### src/rtl/arb_pkg.sv
// Shared constants, state encoding and helpers for the 4-way round-robin arbiter.
package arb_pkg;

    localparam int N_REQ = 4;
    localparam int IDX_W = 2;
    localparam int CNT_W = 8;

    typedef enum logic {
        ST_IDLE = 1'b0,
        ST_BUSY = 1'b1
    } state_t;

    function automatic logic [N_REQ-1:0] idx2onehot(input logic [IDX_W-1:0] idx);
        logic [N_REQ-1:0] oh;
        oh = '0;
        oh[idx] = 1'b1;
        return oh;
    endfunction

endpackage

### src/rtl/arb_pick_rr.sv
// Rotating-priority picker: returns the first set request scanning ptr, ptr+1, ... mod 4.
module arb_pick_rr
    import arb_pkg::*;
(
    input  logic [N_REQ-1:0] req,
    input  logic [IDX_W-1:0] ptr,
    output logic [IDX_W-1:0] pick_idx,
    output logic             pick_any
);

    logic [IDX_W-1:0] cand [N_REQ];

    generate
        for (genvar gi = 0; gi < N_REQ; gi++) begin : g_cand
            assign cand[gi] = ptr + IDX_W'(gi);
        end
    endgenerate

    // Scan from the farthest offset down so the nearest requester to ptr wins.
    always_comb begin
        pick_idx = '0;
        pick_any = 1'b0;
        for (int o = N_REQ - 1; o >= 0; o--) begin
            if (req[cand[o]]) begin
                pick_idx = cand[o];
                pick_any = 1'b1;
            end
        end
    end

endmodule

### src/rtl/rr_arbiter_4.sv
// Round-robin arbiter for 4 requesters with hold-time limit and registered grant outputs.
// Optional grant counter output enabled by defining ARB_GRANT_CNT_EN.
module rr_arbiter_4
    import arb_pkg::*;
#(
    parameter int MAX_HOLD = 8
) (
    input  logic             clk,
    input  logic             rst_n,
    input  logic [N_REQ-1:0] req,
    output logic [N_REQ-1:0] gnt,
    output logic [IDX_W-1:0] gnt_idx,
    output logic             gnt_valid
`ifdef ARB_GRANT_CNT_EN
    ,
    output logic [CNT_W-1:0] grant_cnt
`endif
);

    localparam logic [CNT_W-1:0] MAX_HOLD_C = CNT_W'(MAX_HOLD);

    state_t           state;
    logic [IDX_W-1:0] ptr;
    logic [CNT_W-1:0] hold_cnt;

    logic [IDX_W-1:0] pick_idx;
    logic             pick_any;
    logic             owner_req;
    logic             others_pending;
    logic             hold_expired;
    logic             take_pick;
    logic             regrant;
    logic             go_idle;

    arb_pick_rr u_pick (
        .req      (req),
        .ptr      (ptr),
        .pick_idx (pick_idx),
        .pick_any (pick_any)
    );

    assign owner_req      = |(req & gnt);
    assign others_pending = |(req & ~gnt);
    assign hold_expired   = (hold_cnt >= MAX_HOLD_C);

    // ptr already points past the owner, so a pick taken while others wait never re-selects it.
    always_comb begin
        take_pick = 1'b0;
        regrant   = 1'b0;
        go_idle   = 1'b0;
        if (state == ST_IDLE) begin
            take_pick = pick_any;
        end else if (owner_req) begin
            take_pick = hold_expired && others_pending;
            regrant   = hold_expired && !others_pending;
        end else begin
            take_pick = pick_any;
            go_idle   = !pick_any;
        end
    end

    always_ff @(posedge clk or negedge rst_n) begin
        if (!rst_n) begin
            state     <= ST_IDLE;
            ptr       <= '0;
            hold_cnt  <= '0;
            gnt       <= '0;
            gnt_idx   <= '0;
            gnt_valid <= 1'b0;
        end else if (take_pick) begin
            state     <= ST_BUSY;
            ptr       <= pick_idx + IDX_W'(1);
            hold_cnt  <= CNT_W'(1);
            gnt       <= idx2onehot(pick_idx);
            gnt_idx   <= pick_idx;
            gnt_valid <= 1'b1;
        end else if (regrant) begin
            hold_cnt  <= CNT_W'(1);
        end else if (go_idle) begin
            state     <= ST_IDLE;
            hold_cnt  <= '0;
            gnt       <= '0;
            gnt_idx   <= '0;
            gnt_valid <= 1'b0;
        end else if (state == ST_BUSY) begin
            hold_cnt  <= hold_cnt + CNT_W'(1);
        end
    end

`ifdef ARB_GRANT_CNT_EN
    always_ff @(posedge clk or negedge rst_n) begin
        if (!rst_n) begin
            grant_cnt <= '0;
        end else if (take_pick || regrant) begin
            grant_cnt <= grant_cnt + CNT_W'(1);
        end
    end
`endif

endmodule

### config.mk
export PLATFORM = sky130hd
export DESIGN_NAME = rr_arbiter_4
export DESIGN_NICKNAME = d
export VERILOG_FILES = /design/src/rtl/arb_pkg.sv /design/src/rtl/arb_pick_rr.sv /design/src/rtl/rr_arbiter_4.sv
export SDC_FILE = /design/constraint.sdc
export NUM_CORES = 1
export LEC_CHECK = 0
export ABC_AREA = 1
export CORE_MARGIN = 2
export CORE_UTILIZATION = 39
export DETAILED_ROUTE_END_ITERATION = 16
export PLACE_DENSITY_LB_ADDON = 0.05
export RECOVER_POWER = 25
export SLEW_MARGIN = 10
export SYNTH_ARGS = -nofsm -noshare
export SYNTH_HDL_FRONTEND = slang
export SYNTH_SLANG_ARGS = --single-unit
### constraint.sdc
create_clock -name clk -period 5.2 [get_ports clk]
set_input_delay 0.52 -clock clk [delete_from_list [all_inputs] [get_ports clk]]
set_output_delay 0.52 -clock clk [all_outputs]
set_load 0.005 [all_outputs]
==> results.json <==
{
  "synth_compound_area_frac": 0.0608,
  "final_util": 0.470,
  "syn_area_per_cell_um2": 7.40,
  "synth_xor_area_frac": 0.0155,
  "finalHoldViolCount": 0,
  "synth_top_family_by_area": "simple AND/OR/NAND/NOR gates",
  "synthToLayoutAreaGrowth_pct": 14.4,
  "grt_pass1_wl_um": 4110,
  "finalCritPeriodShare": 0.431,
  "grt_start_max_net_pins": 18,
  "muxShareOfSynthArea": 0,
  "finClkSkew_ns": 0.00121,
  "crit_slowest_cell": "clkdlybuf4s50_1",
  "synth_nets": 165,
  "wl_met1_um": 1230,
  "grt.total_usage": 0.161,
  "setup-tns-final_ns": 0,
  "required_ns": 5.39,
  "max_stage_delay_ns": 0.55,
  "drc": 0,
  "crit_type": "input pin to flip-flop",
  "cts_tree": "yes",
  "ys_seq_area_frac": 0.376,
  "crit_chain": "clkdlybuf4s50_1 -> nand2_1 -> nand2_1 -> nand2_2 -> nand2_4 -> inv_1 -> a21oi_1 -> o21ai_0 -> nand2_1 -> inv_1 -> ha_1 -> nand2_1 -> o21ai_1",
  "dr_wl_met2_um": 1010,
  "wirelength_um": 2330,
  "peakVddDrop_mv": 0.361,
  "critPathLaunch": "req[1]",
  "worst_slew_pin_slew_ns": 0.807,
  "cts.repair.resized": 0,
  "synth.distinct_cells": 23,
  "antenna_found_initial": 0,
  "routed.top_layer": "met4",
  "num_rows": 19,
  "wl_met3_um": 69,
  "crit_top_cell": "nand2_1",
  "numCtsBuffers": 3,
  "min_period_ns": 2.24,
  "rr_startpoint": "ptr[0]",
  "dieArea_um2": 3350,
  "ant_nets": 0,
  "rsz0062_at_grt": "no",
  "postCtsSetupRepairBufs": 0,
  "start_util": 0.411,
  "syn_inst": 153,
  "slew_viol_final": 0,
  "drt-wirelength-per-cell_um": 11.7,
  "hp-class": "flip-flop to flip-flop",
  "viasPerCell": 4.68,
  "status": "finished, final reports clean",
  "slew_headroom": 0.460,
  "max_freq_ghz": 0.446,
  "cts_root_buffer": "clkbuf_4",
  "crit_fanout": 4,
  "synth-adder-area-share": 0.0663,
  "grt_pass1_vias": 876,
  "worst-path-buf-inv": 3,
  "synth_warnings": 0,
  "power_density_nw_per_um2": 644,
  "final_net_count": 180,
  "drive_above_1_share": 0.120,
  "htree_levels": 1,
  "critPathTopFamily": "buffers and inverters",
  "setup_viol": 0,
  "ios": 13,
  "gp_congestion": 0.776,
  "cts.sinks": 17,
  "min-delay-start": "gnt_idx[1]",
  "vias": 926,
  "drtIter0Drc": 28,
  "coreArea_um2": 2760,
  "syn_area_um2": 1130,
  "endpoint_kind": "flip-flop",
  "power_leakage_nw": 0.714,
  "clk_pin_slew_ns": 0.10,
  "antenna_cells": 0,
  "start_kind": "input pin",
  "firstDrtPassIters": 4,
  "dieWidth_um": 57.9,
  "hold_buffers": 0,
  "critical_path_arrival_ns": 2.43,
  "overflow": 0,
  "synth_seq_cells": 17,
  "maxCapViolations": 0,
  "die-height_um": 57.9,
  "numPortBuffers": 12,
  "clockBufferDepth": 2,
  "clock_latency_ns": 0.29,
  "synth-simple-area-share": 0.386,
  "dp_hpwl_um": 1760
}
## state kept, by name (all words and copies together) (netlist names)
register,count
hold_cnt,8
gnt,4
gnt_idx,2
ptr,2
state,1
## routing by layer
| layer | vias up | GRT usage |
|---|---|---|
| met5 | - | 0 |
| met1 | 416 | 0.249 |
| met4 | 0 | 0.0498 |
| met2 | 14 | 0.227 |
| li1 | 494 | - |
| met3 | 2 | 0.0268 |
## path summary, 6_finish.rpt
path | cells past startpoint | slack, ns | to
min | 2 | 0.49 | gnt_idx[1]
min in group asynchronous | 1 | 0.75 | state
min reg2reg | 2 | 0.49 | gnt_idx[1]
max in group asynchronous | 1 | 3.95 | gnt_idx[0]
max | 13 | 2.96 | ptr[1]
max reg2reg | 13 | 3.02 | ptr[1]
## cells in the final DEF, fill, tap and decap left out
master           instances
a21boi_0                 1
a21oi_1                  1
a31oi_1                  1
clkbuf_1                 1
clkbuf_4                 3
clkdlybuf4s50_1         11
dfrtp_1                 17
dlygate4sd3_1            1
ha_1                     6
inv_1                   22
inv_2                    1
nand2_1                 58
nand2_2                  7
nand2_4                  4
nand3_1                 11
nor2_1                   7
nor2_2                   2
nor2_4                   1
nor2_8                   1
nor3_1                   1
o2111ai_1                1
o21ai_0                  1
o21ai_1                  3
o21ai_2                  1
o22ai_1                  2
xor2_1                   2
## power by group
group          switching [W]  internal, W
clock network      0.0000436    0.0000298
registers          0.0000478     0.000178
logic               0.000332     0.000203
## Yosys cell counts, drive strengths merged
cell type,count,area (µm²)
nand2,69,307
inv,23,86.3
dfrtp,17,425
nand3,11,55.1
nor2,11,70.1
ha,6,75.1
o21ai,5,28.8
buf,2,22.5
o22ai,2,12.5
xor2,2,17.5
a21boi,1,7.51
a21oi,1,5.00
a31oi,1,6.26
nor3,1,5.00
o2111ai,1,8.76
## worst reg2reg max path, delay by kind of cell (launching register included)
kind,cells,cell delay [ns]
compound gates,3,0.33
fa+ha+maj,1,0.28
buf+inv,3,0.35
flops,1,0.52
simple gates,6,0.60
## cell families after synthesis
kind of cell	after synthesis
AOI/OAI and AO/OA	11
xor gates and xnor gates	2
adders and majority gates	6
buffers and inverters	25
DFF	17
and+or+nand+nor	92
## layout make-up
class / count / area, µm²
fillers: 297 / 1460
multi-input cells: 111 / 598
flip-flops and latches: 17 / 425
repair buffers: 12 / 120
inverters: 23 / 86.3
well taps: 31 / 38.8
clock buffers: 4 / 26.3
## metrics by stage
step / setup WS [ns] / cells / hold WS, ns / instance area (µm²) / total power (W)
3_3_place_gp: 2.67 / 194 / 0.461 / 1270 / 0.000753
3_5_place_dp: 2.66 / 194 / 0.462 / 1270 / 0.000759
4_1_cts: 2.98 / 198 / 0.493 / 1290 / 0.000837
6_report: 2.96 / 198 / 0.492 / 1290 / 0.000834
5_1_grt: 2.80 / 198 / 0.521 / 1290 / 0.000924
2_1_floorplan: 3.42 / 153 / 0.224 / 1130 / 0.000642
Power figures use the tool's default switching activity.
